File: src/rtl/wb_queue_stage.sv
// ---------------------------------------------------------------------------
// wb_queue_stage
//
// Write-back stage with a pending-write queue. Each accepted instruction
// selects its ALU or memory result; register writes are buffered in a
// DEPTH-entry FIFO so the register-file write port can stall without
// back-pressuring the pipeline until the queue fills. Decode can look up
// the youngest queued value for a source register.
//
// Optional build macro: WB_QUEUE_STATS_EN adds the stat_writes/stat_stalls
// counters and their output ports.
//
// Ports
//   clk, rst          clock (rising edge), synchronous active-low reset
//   flush             discard every queued entry (and any same-cycle push)
//   in_valid/in_ready upstream handshake; in_ready = queue not full
//   in_wb_en, in_sel  write enable, result select (0 ALU, 1 memory)
//   in_alu, in_mem    candidate results
//   in_rd             destination register
//   wr_en/addr/data   head of queue toward the register file
//   rf_ready          register file takes the head this cycle
//   fwd_addr          decode lookup address
//   fwd_hit/fwd_data  youngest pending value for fwd_addr
//   count             occupied entries
//   stat_writes       (stats build) number of pops, saturating
//   stat_stalls       (stats build) cycles with wr_en & ~rf_ready, saturating
// ---------------------------------------------------------------------------
module wb_queue_stage #(
    parameter int ARQ      = 16,
    parameter int REG_ADDR = 4,
    parameter int DEPTH    = 4,
    parameter int ZERO_REG = 1
) (
    input  logic                         clk,
    input  logic                         rst,
    input  logic                         flush,
    input  logic                         in_valid,
    output logic                         in_ready,
    input  logic                         in_wb_en,
    input  logic                         in_sel,
    input  logic [ARQ-1:0]               in_alu,
    input  logic [ARQ-1:0]               in_mem,
    input  logic [REG_ADDR-1:0]          in_rd,
    output logic                         wr_en,
    output logic [REG_ADDR-1:0]          wr_addr,
    output logic [ARQ-1:0]               wr_data,
    input  logic                         rf_ready,
    input  logic [REG_ADDR-1:0]          fwd_addr,
    output logic                         fwd_hit,
    output logic [ARQ-1:0]               fwd_data,
`ifdef WB_QUEUE_STATS_EN
    output logic [31:0]                  stat_writes,
    output logic [31:0]                  stat_stalls,
`endif
    output logic [$clog2(DEPTH+1)-1:0]   count
);

    localparam int IDX_W = $clog2(DEPTH);
    localparam int PTR_W = IDX_W + 1;
    localparam int CNT_W = $clog2(DEPTH+1);

    logic [PTR_W-1:0]    wr_ptr_q, wr_ptr_d;
    logic [PTR_W-1:0]    rd_ptr_q, rd_ptr_d;
    logic [REG_ADDR-1:0] rd_mem_q   [DEPTH];
    logic [ARQ-1:0]      data_mem_q [DEPTH];

    logic [PTR_W-1:0]    occ;
    logic [IDX_W-1:0]    head_idx;
    logic [IDX_W-1:0]    tail_idx;
    logic [IDX_W-1:0]    slot;
    logic                accept;
    logic                push;
    logic                pop;
    logic                rd_is_zero;

    // The extra pointer MSB makes the difference equal DEPTH when full.
    assign occ      = wr_ptr_q - rd_ptr_q;
    assign count    = CNT_W'(occ);
    assign head_idx = rd_ptr_q[IDX_W-1:0];
    assign tail_idx = wr_ptr_q[IDX_W-1:0];

    assign in_ready   = (occ != PTR_W'(DEPTH));
    assign accept     = in_valid & in_ready;
    assign rd_is_zero = (ZERO_REG != 0) && (in_rd == '0);
    assign push       = accept & in_wb_en & ~rd_is_zero;

    assign wr_en   = (occ != '0);
    assign wr_addr = wr_en ? rd_mem_q[head_idx]   : '0;
    assign wr_data = wr_en ? data_mem_q[head_idx] : '0;
    assign pop     = wr_en & rf_ready;

    always_comb begin
        wr_ptr_d = wr_ptr_q;
        rd_ptr_d = rd_ptr_q;
        if (flush) begin
            wr_ptr_d = '0;
            rd_ptr_d = '0;
        end else begin
            if (push) wr_ptr_d = wr_ptr_q + PTR_W'(1);
            if (pop)  rd_ptr_d = rd_ptr_q + PTR_W'(1);
        end
    end

    always_ff @(posedge clk) begin
        if (!rst) begin
            wr_ptr_q <= '0;
            rd_ptr_q <= '0;
        end else begin
            wr_ptr_q <= wr_ptr_d;
            rd_ptr_q <= rd_ptr_d;
        end
    end

    // Entry storage needs no reset: it is only observed while counted valid.
    always_ff @(posedge clk) begin
        if (rst && push && !flush) begin
            rd_mem_q[tail_idx]   <= in_rd;
            data_mem_q[tail_idx] <= in_sel ? in_mem : in_alu;
        end
    end

    // Walk oldest to youngest so the last match seen is the youngest one.
    always_comb begin
        fwd_hit  = 1'b0;
        fwd_data = '0;
        slot     = '0;
        for (int i = 0; i < DEPTH; i++) begin
            slot = head_idx + IDX_W'(i);
            if ((PTR_W'(i) < occ) && (rd_mem_q[slot] == fwd_addr)) begin
                fwd_hit  = 1'b1;
                fwd_data = data_mem_q[slot];
            end
        end
        if ((ZERO_REG != 0) && (fwd_addr == '0)) begin
            fwd_hit  = 1'b0;
            fwd_data = '0;
        end
    end

`ifdef WB_QUEUE_STATS_EN
    logic [31:0] stat_writes_q;
    logic [31:0] stat_stalls_q;

    // Counters ignore flush; only reset clears them.
    always_ff @(posedge clk) begin
        if (!rst) begin
            stat_writes_q <= '0;
            stat_stalls_q <= '0;
        end else begin
            if (pop && (stat_writes_q != 32'hFFFF_FFFF))
                stat_writes_q <= stat_writes_q + 32'd1;
            if (wr_en && !rf_ready && (stat_stalls_q != 32'hFFFF_FFFF))
                stat_stalls_q <= stat_stalls_q + 32'd1;
        end
    end

    assign stat_writes = stat_writes_q;
    assign stat_stalls = stat_stalls_q;
`endif

endmodule

File: config.mk
export PLATFORM = sky130hd
export DESIGN_NAME = wb_queue_stage
export DESIGN_NICKNAME = d
export VERILOG_FILES = /design/src/rtl/wb_queue_stage.sv
export SDC_FILE = /design/constraint.sdc
export NUM_CORES = 1
export LEC_CHECK = 0
export BUFFER_PORTS_ARGS = -buffer_cell sky130_fd_sc_hd__buf_2
export CORE_UTILIZATION = 50
export DETAILED_ROUTE_END_ITERATION = 8
export GPL_TIMING_DRIVEN = 1
export PLACE_DENSITY = 0.77
export SETUP_SLACK_MARGIN = 0.2
export SYNTH_ARGS = -nofsm -noshare
export SYNTH_HDL_FRONTEND = slang
export SYNTH_SLANG_ARGS = --single-unit
File: constraint.sdc
create_clock -name clk -period 4 [get_ports clk]
set_clock_uncertainty 0.2 [all_clocks]
set_input_delay 0.4 -clock clk [delete_from_list [all_inputs] [get_ports clk]]
set_output_delay 0.4 -clock clk [all_outputs]
set_load 0.01 [all_outputs]
==> out/metrics.cfg, run 1 <==
[run_status]
outcome=finished, violations left
violations=design-rule violations

[pwr]
clock_power_share_pct=39.4
power_frac_seq_pct=49.9
power_frac_comb_pct=10.7
internal-power_mw=1.60
p_sw_share_pct=21.7
p_leak_nw=2.63
switchingPower_uw=444
ir_drop_uv=213
power_density_mw_per_mm2=288

[cts]
cts.reportedPaths.clkPinSlew_ns=0.06
numCtsBuffers=9
clk-insertion-delay-late_ns=0.33
cts_buffer_depth=2
cts-root-buf=clkbuf_16
holdBufCountCts=0
clock-sinks=88
htreeDepth=3
cts_tree=yes

[grt]
grt_first_pass_wirelength_microns=21600
antenna_found_initial=0
grt_start_max_net_pins=34
grt_overflow_total=0
grt_pass1_vias=3849
grt_usage_pct=23.2

[logic_synthesis]
netlist_area_sq_mm=0.00604
synth.most_common_cell=edfxtp_1
ys_types=37
synth_cells=373
synth_ff_type=edfxtp_1
synth_top_area_cell=edfxtp_1
avgSynthCellArea_sq_um=16.2
synth-seq-cells=88
async_reset_ff_share_pct=0
synth-seq-area-share_pct=42.4
yosysTopAreaCellShare_pct=39.8
syn_nets=427
yosysWarnings=0
netlist_top_cells_area=edfxtp_1 40%, mux4_2 29%, mux2i_1 3.0%
synth_edf_count=80
synthTopCellsByCount=80 x edfxtp_1, 77 x mux4_2, 24 x and2_1

[drt]
drt-met1-wl_microns=5500
drt_pre_antenna_iters=7
routed_wl_microns=14400
ant_nets=0
routed_via_density=6.54
via_count=4006
wl_met2_microns=7670
wl_per_cell_microns=23.5
wl_met3_microns=893
drtIter0Drc=342
maxUsedRoutingLayer=met4
route.detailed.drc=2

[finish]
final_core_util_pct=61.1
nets=519
fill_cells=842
drive_gt1_share_pct=54.9
area_growth_pct=17.5
regArea_sq_mm=0.00257
multi_input_comb_area_sq_mm=0.00327
final_area_sq_mm=0.00710
num_antenna_cells=0

[min_path]
hold_path_depth=1
holdPathEnd=rd_mem_q[0][1]
hp-class=input pin to flip-flop
min_from=in_rd[1]

[sta]
worstMarginPinSlew_ns=0.855
slew_viol_final=0
rsz0062_at_grt=false
hold_viol_final=0
slew_headroom_pct=43.0
period_needed_ns=3.77
period_share_pct=94.3
worst_hold_slack_ns=0.113
postLayoutSetupSlackWorst_ns=0.228
fin_setup_tns_ns=0
fmax_ghz=0.265
setup_viol=0

[floorplan]
ios=89
design.die.area_sq_mm=0.0125
die_h_microns=112
die_w_microns=112
coreArea_sq_mm=0.0116
start_util_pct=52.0
fp-row-count=39

[worst_setup_path]
worst_ep_required_time_ns=3.40
ff2ff_path_depth=11
worstPathArrival_ns=3.17
r2r_end=data_mem_q[1][11]
end_kind=output port
reg2reg_setup_slack_ns=0.79
crit_fanout=8
critPathKind=flip-flop to output port
r2r_start=wr_ptr_q[0]
startpoint_type=flip-flop

[placed_design]
placed_cell_area_sq_mm=0.00660
dp_slack_ns=0.177
finalWeightedCongestion=0.802
dp_hpwl_microns=9290
portBuffers=88

[job]
cap_violations=0

## power groups by stage
| stage | sequential [mW] | clock [mW] | combinational (mW) |
|---|---|---|---|
| 2_1_floorplan | 1.04 | 0 | 0.142 |
| 3_3_place_gp | 1.04 | 0 | 0.203 |
| 3_5_place_dp | 1.04 | 0 | 0.209 |
| 4_1_cts | 1.02 | 0.812 | 0.213 |
| 5_1_grt | 1.02 | 0.836 | 0.236 |
| 6_report | 1.02 | 0.805 | 0.219 |
## per-layer routing
layer	vias to the layer above	GRT usage [%]
met5	-	0
met2	188	40.2
li1	1720	-
met1	2075	29.8
met3	23	2.61
met4	0	9.82
## cell families (layout without fill, tap and decap cells)
kind of cell | Yosys count | count (layout) | synth area share (%)
adder cells (fa/ha/maj) | 7 | 7 | 1.57
multiplexers | 114 | 114 | 36.0
AND/OR/NAND/NOR | 49 | 49 | 5.12
AO/OA/AOI/OAI | 36 | 36 | 6.94
XOR/XNOR | 22 | 22 | 3.56
buffers and inverters | 57 | 154 | 4.39
flip-flops | 88 | 88 | 42.4
## cell type report
class	count	share of cell area, %
clock buffers	11	3.28
clock inverters	5	0.670
inverters	21	1.11
multi-input cells	228	46.1
flip-flops and latches	88	36.2
well taps	143	2.52
repair buffers	117	10.1
## how the worst max path moves through the flow
| stage | start | endpoint | slack (ns) | cells past startpoint |
|---|---|---|---|---|
| after floorplan | wr_ptr_q[0] | data_mem_q[3][0] | 0.59 | 11 |
| after global placement | rd_ptr_q[1] | fwd_data[15] | 0.25 | 10 |
| after detailed placement | rd_ptr_q[1] | fwd_data[3] | 0.18 | 10 |
| after CTS | rd_ptr_q[0] | fwd_data[3] | 0.19 | 10 |
| after global routing | rd_ptr_q[0] | fwd_data[10] | 0.17 | 10 |
| final | rd_ptr_q[0] | fwd_data[10] | 0.23 | 10 |
## state kept, by name, summed over array words and instances (netlist names), named ones only
| name | cells |
|---|---|
| rd_ptr_q | 3 |
| data_mem_q | 64 |
| rd_mem_q | 16 |
| wr_ptr_q | 3 |
## per-stage QoR
| step | power, mW | std cells |
|---|---|---|
| 2_1_floorplan | 1.18 | 373 |
| 4_1_cts | 2.04 | 606 |
| 3_3_place_gp | 1.24 | 584 |
| 3_5_place_dp | 1.25 | 584 |
| 6_report | 2.04 | 613 |
| 5_1_grt | 2.09 | 613 |
## what timing repair did
action	4_1_cts	5_1_grt
gates resized for setup	9	16
pin swaps	3	7
setup endpoints to repair	16	16
setup buffers	6	5
cloned	0	2
## worst max-delay path: stages (launching register included)
cell,delay (ns)
dfxtp_4,0.38
ha_4,0.33
mux4_2,0.59
xnor2_4,0.22
o2111ai_4,0.18
nor2_8,0.25
clkbuf_16,0.23
mux2i_1,0.23
o221ai_2,0.11
o211a_1,0.16
buf_2,0.14
## layout by cell type, fill, tap and decap left out, types with 3 or more instances in the layout
master and n:
xnor2_2 3, ha_1 5, mux2_2 16, xnor2_1 6, nand3_1 5, o221ai_2 11, and2_1 24, mux2i_1 14
buf_4 24, nor2_1 7, mux2i_2 4, dfxtp_1 4, clkbuf_16 11, inv_1 20, o211a_1 16, o221ai_1 5
nand2_1 3, edfxtp_1 80, buf_2 88, xor2_1 10, mux4_2 80
No activity file was read; power rests on OpenSTA's default activity.
==> run 2: changes to the inputs <==
==> constraint.sdc (replaced) <==
create_clock -name clk -period 3.6 [get_ports clk]
set_clock_uncertainty 0.2 [all_clocks]
set_input_delay 0.36 -clock clk [delete_from_list [all_inputs] [get_ports clk]]
set_output_delay 0.36 -clock clk [all_outputs]
set_load 0.01 [all_outputs]
==> out/metrics.cfg, run 2 (same netlist as run 1, synthesis figures left out) <==
[run_status]
outcome=finished, violations left
violations=design-rule violations

[placed_design]
portBuffers=88  ; unchanged
finalWeightedCongestion=0.854  ; +6.4%
dp_hpwl_microns=9100  ; -2.0%

[cts]
clk-insertion-delay-late_ns=0.34  ; about the same
cts_buffer_depth=2  ; unchanged
numCtsBuffers=9  ; unchanged
cts-root-buf=clkbuf_16
holdBufCountCts=0  ; unchanged
clock-sinks=88  ; unchanged
cts.reportedPaths.clkPinSlew_ns=0.06  ; about the same
cts_tree=yes
htreeDepth=3  ; unchanged

[finish]
drive_gt1_share_pct=60.0  ; +5.1 points
nets=528  ; +1.7%
top_register=data_mem_q
final_common_cell=buf_2
final_cell_mix=86 x buf_2, 80 x mux4_2, 80 x edfxtp_1
largest_reg_flops=64  ; unchanged
num_antenna_cells=0  ; unchanged
area_growth_pct=23.0
largestRegisters=data_mem_q (64), rd_mem_q (16)

[floorplan]
coreArea_sq_mm=0.0116  ; unchanged
fp-row-count=39  ; unchanged
start_util_pct=52.0  ; unchanged
die_w_microns=112  ; unchanged
design.die.area_sq_mm=0.0125  ; unchanged
die_h_microns=112  ; unchanged
ios=89  ; unchanged

[worst_setup_path]
reg2reg_setup_slack_ns=0.45  ; -0.34 ns
ff2ff_path_depth=12  ; +1
critPathKind=flip-flop to output port
end_kind=output port
worstPathCellList=ha_4 > mux4_2 > xnor2_2 > o2111ai_4 > nor2_8 > o21ai_4 > buf_12 > buf_16 > o221ai_2 > o211a_1 > buf_2
cp_top_family=compound AO/OA/AOI/OAI gates
worstPathArrival_ns=3.03  ; -0.14 ns
critPathSlowestCell=mux4_2
startpoint_type=flip-flop
crit_cells=11  ; +1
path_buf_inv=3  ; +1
crit_fanout=8  ; unchanged
max_stage_delay_ns=0.54  ; -0.05 ns
worst_ep_required_time_ns=3.04  ; -0.36 ns

[pwr]
ir_drop_uv=200  ; -6.2%
power_density_mw_per_mm2=316  ; +10%
power_mw=2.35  ; +15%
p_leak_nw=2.78  ; +5.8%

[sta]
setup_viol=0  ; unchanged
hold_viol_final=0  ; unchanged
slew_viol_final=0  ; unchanged
period_needed_ns=3.59
slew_headroom_pct=41.5  ; -1.5 points
rsz0062_at_grt=true
fmax_ghz=0.278
worstMarginPinSlew_ns=0.878  ; +0.0226 ns
fin_setup_tns_ns=0  ; unchanged
worst_hold_slack_ns=0.0705  ; -0.0427 ns
period_share_pct=99.8

[drt]
via_count=4035  ; +0.72%
wl_per_cell_microns=24.0  ; +2.4%
route.detailed.drc=5  ; +3
drtIter0Drc=385  ; +13%
ant_nets=0  ; unchanged
routed_via_density=6.50  ; -0.57%
routed_wl_microns=14900  ; +3.7%
drt_pre_antenna_iters=6  ; -1

[job]
cap_violations=0  ; unchanged

[min_path]
hold_path_depth=1  ; unchanged
hp-class=input pin to flip-flop

[grt]
grt_pass1_vias=4010  ; +4.2%
grt_usage_pct=23.8  ; +0.57 points
antenna_found_initial=0  ; unchanged
grt_start_max_net_pins=38  ; +12%
grt_first_pass_wirelength_microns=22100  ; +2.5%
grt_overflow_total=0  ; unchanged

## run 2: cell count changes in the layout (fill, tap and decap cells not counted), sizes merged
cell	delta
buf	+9
clkbuf	-1
bufinv	+1
clkinv	-1
## run 2: final cells by class
class | count | area, sq um
fillers | 834 | 4190
inverters | 21 | 78.8
repair buffers | 126 | 926
clock buffers | 10 | 229
multi-input cells | 228 | 3370
well taps | 143 | 179
flip-flops and latches | 88 | 2570
clock inverters | 5 | 72.6
## run 2: worst paths after layout
path          startpoint          endpoint
max reg2reg  wr_ptr_q[0]  data_mem_q[2][1]
min reg2reg  rd_ptr_q[2]       rd_ptr_q[2]
max          rd_ptr_q[0]      fwd_data[14]
min             in_rd[3]    rd_mem_q[1][3]
## run 2: timing repair
item,4_1_cts,5_1_grt
pin swaps,5,14
setup endpoints to repair,29,29
resized for setup,21,29
cloned,1,2
buffers inserted,6,11
## run 2: routing by layer
metal  GRT usage [%]  vias up  share of wire (%)
met4            8.83        0                2.2
li1                -     1736                  -
met1            30.0     2055                 39
met5               0        -                  0
met2            41.3      214                 52
met3            4.08       30                7.1
## run 2: per-stage QoR
step	area [sq um]	util (%)	setup slack, ns	std cells
3_3_place_gp	6710	57.7	0.213	586
3_5_place_dp	6710	57.7	0.114	586
5_1_grt	7430	64.0	-0.0717	621
2_1_floorplan	6040	-	0.405	373
6_report	7430	64.0	0.00796	621
4_1_cts	7150	61.6	-0.00283	608
## run 2: power by group
part / leakage, nW / switching (mW) / internal (mW)
clock: 0.147 / 0.362 / 0.598
combinational: 1.85 / 0.129 / 0.129
sequential: 0.787 / 0.00627 / 1.13
total: 2.78 / 0.498 / 1.85
==> run 3: changes to the inputs <==
--- a/config.mk
+++ b/config.mk
@@ -5,7 +5,7 @@
 export SDC_FILE = /design/constraint.sdc
 export NUM_CORES = 1
 export LEC_CHECK = 0
-export BUFFER_PORTS_ARGS = -buffer_cell sky130_fd_sc_hd__buf_2
+export BUFFER_PORTS_ARGS = -buffer_cell sky130_fd_sc_hd__buf_4
 export CORE_UTILIZATION = 50
 export DETAILED_ROUTE_END_ITERATION = 8
 export GPL_TIMING_DRIVEN = 1
==> constraint.sdc (replaced) <==
create_clock -name clk -period 3.6 [get_ports clk]
set_clock_uncertainty 0.2 [all_clocks]
set_input_delay 0.36 -clock clk [delete_from_list [all_inputs] [get_ports clk]]
set_output_delay 0.36 -clock clk [all_outputs]
set_load 0.005 [all_outputs]
==> out/metrics.cfg, run 3 (same netlist as run 1, synthesis figures left out) <==
[drt]
route.detailed.drc=2  ; -3
wl_per_cell_microns=23.6  ; -1.6%
ant_nets=0  ; unchanged
drtIter0Drc=330  ; -14%
routed_via_density=6.56  ; +0.95%
drt_pre_antenna_iters=6  ; unchanged
routed_wl_microns=14400  ; -3.7%
via_count=3988  ; -1.2%

[min_path]
hold_path_depth=1  ; unchanged
hp-class=input pin to flip-flop

[floorplan]
fp-row-count=39  ; unchanged
coreArea_sq_mm=0.0116  ; unchanged
die_h_microns=112  ; unchanged
ios=89  ; unchanged
design.die.area_sq_mm=0.0125  ; unchanged
start_util_pct=52.0  ; unchanged
die_w_microns=112  ; unchanged

[finish]
fill_cells=818  ; -1.9%
largest_reg_flops=64  ; unchanged
drive_gt1_share_pct=56.1  ; -3.9 points
top_register=data_mem_q
final_cell_mix=96 x buf_4, 80 x mux4_2, 80 x edfxtp_1
num_antenna_cells=0  ; unchanged
final_common_cell=buf_4
nets=516  ; -2.3%
final_core_util_pct=63.6  ; -0.36 points
area_growth_pct=22.3
fin_cells=608  ; -2.1%
largestRegisters=data_mem_q (64), rd_mem_q (16)

[sta]
postLayoutSetupSlackWorst_ns=0.0254  ; +0.0174 ns
worstMarginPinSlew_ns=0.754  ; -0.124 ns
setup_viol=0  ; unchanged
period_needed_ns=3.57  ; -0.0174 ns
rsz0062_at_grt=true
hold_viol_final=0  ; unchanged
period_share_pct=99.3  ; -0.48 points
fmax_ghz=0.280  ; +0.49%
slew_headroom_pct=49.7  ; +8.3 points
slew_viol_final=0  ; unchanged
worst_hold_slack_ns=0.0489  ; -0.0216 ns

[worst_setup_path]
path_buf_inv=3  ; unchanged
worstPathArrival_ns=3.01  ; -0.02 ns
worst_ep_required_time_ns=3.04  ; about the same
startpoint_type=flip-flop
critPathMostFrequentCell=buf_8
end_kind=output port
critPathKind=flip-flop to output port
cp_top_family=multiplexers
crit_fanout=13  ; +5
cp-startpoint=rd_ptr_q[0]
ff2ff_path_depth=11  ; -1
r2r_end=data_mem_q[1][13]
reg2reg_setup_slack_ns=0.37  ; -0.08 ns
crit_cells=10  ; -1
endpoint=fwd_data[2]
critPathSlowestCell=mux4_2
worstPathCellList=ha_4 > buf_8 > mux4_2 > xor2_4 > nor2_8 > buf_8 > mux2i_1 > o221ai_1 > o211a_1 > buf_4
max_stage_delay_ns=0.57  ; +0.03 ns
r2r_start=rd_ptr_q[0]

[cts]
cts_tree=yes
htreeDepth=3  ; unchanged
clock-sinks=88  ; unchanged
cts_buffer_depth=2  ; unchanged
holdBufCountCts=0  ; unchanged
cts-root-buf=clkbuf_16
clk-insertion-delay-late_ns=0.33  ; about the same
numCtsBuffers=9  ; unchanged
cts.reportedPaths.clkPinSlew_ns=0.06  ; about the same

[grt]
grt_pass1_vias=4002  ; -0.20%
grt_start_max_net_pins=34  ; -11%
grt_first_pass_wirelength_microns=22400  ; +1.2%
antenna_found_initial=0  ; unchanged
grt_overflow_total=0  ; unchanged
grt_usage_pct=24.0  ; +0.20 points

[run_status]
outcome=finished, violations left
violations=design-rule violations

[job]
cap_violations=0  ; unchanged

[pwr]
ir_drop_uv=214  ; +7.3%
power_density_mw_per_mm2=299  ; -5.6%
power_mw=2.21  ; -6.1%
p_leak_nw=2.68  ; -3.7%

[placed_design]
place_inst=589  ; +0.51%
dp_hpwl_microns=9540  ; +4.9%
finalWeightedCongestion=0.859  ; +0.60%
portBuffers=88  ; unchanged
dp_slack_ns=0.185  ; +0.0707 ns

## run 3: cell count changes in the layout (fill, tap and decap cells not counted), moves of 3 or more
cell,previous run,this run
and2_1,20,24
and2_2,3,0
buf_2,86,0
buf_4,23,96
buf_6,4,7
mux2i_1,7,12
mux2i_2,9,6
o221ai_1,1,6
o221ai_2,15,10
## run 3: final cells by class
class,instances,area (sq um),share of cell area [%]
Clock buffer,9,225,3.05
Sequential cell,88,2570,34.8
Timing Repair Buffer,114,1020,13.8
Tap cell,143,179,2.42
Inverter,21,78.8,1.07
Clock inverter,5,26.3,0.356
Multi-Input combinational cell,228,3290,44.5
## run 3: layer usage
metal,GRT usage (%),up-vias,routed length [microns]
li1,-,1708,-
met1,31.5,2060,5670
met2,41.3,199,7550
met3,3.76,21,911
met4,7.30,0,242
met5,0,-,0
## run 3: per-stage QoR
| step | area [sq um] | setup TNS [ns] |
|---|---|---|
| after floorplan | 6040 | 0 |
| after global placement | 6930 | 0 |
| after detailed placement | 6930 | 0 |
| after CTS | 7330 | 0 |
| after global routing | 7390 | -1.19 |
| final | 7390 | 0 |
## run 3: power by group
part,internal [mW],switching [mW],leakage [nW]
combinational,0.147,0.118,1.77
sequential,1.13,0.00673,0.788
clock,0.453,0.356,0.124
total,1.73,0.480,2.68
## run 3: worst min-delay path by stage
stage                      to  slack [ns]   startpoint
6_report       rd_mem_q[0][1]        0.05     in_rd[1]
5_1_grt        rd_mem_q[0][1]        0.04     in_rd[1]
4_1_cts        rd_mem_q[0][1]        0.04     in_rd[1]
3_5_place_dp      rd_ptr_q[2]        0.33  rd_ptr_q[2]
3_3_place_gp      rd_ptr_q[2]        0.31  rd_ptr_q[2]
2_1_floorplan  rd_mem_q[0][0]        0.26     in_rd[0]
## run 3: what timing repair did
item,CTS,global route
pin swaps,8,4
setup endpoints to repair,17,97
gates cloned,1,0
gates resized for setup,29,14
buffers inserted,4,0
## run 3: worst register-to-register path, cell delays in order (launching register included)
cell     delay, ns
dfxtp_4       0.38
ha_4          0.18
fa_2          0.41
xnor2_2       0.19
xor2_2        0.22
inv_2         0.08
buf_4         0.15
nand3_1       0.12
and4_1        0.33
nor2b_1       0.25
and2_1        0.22
buf_12        0.20
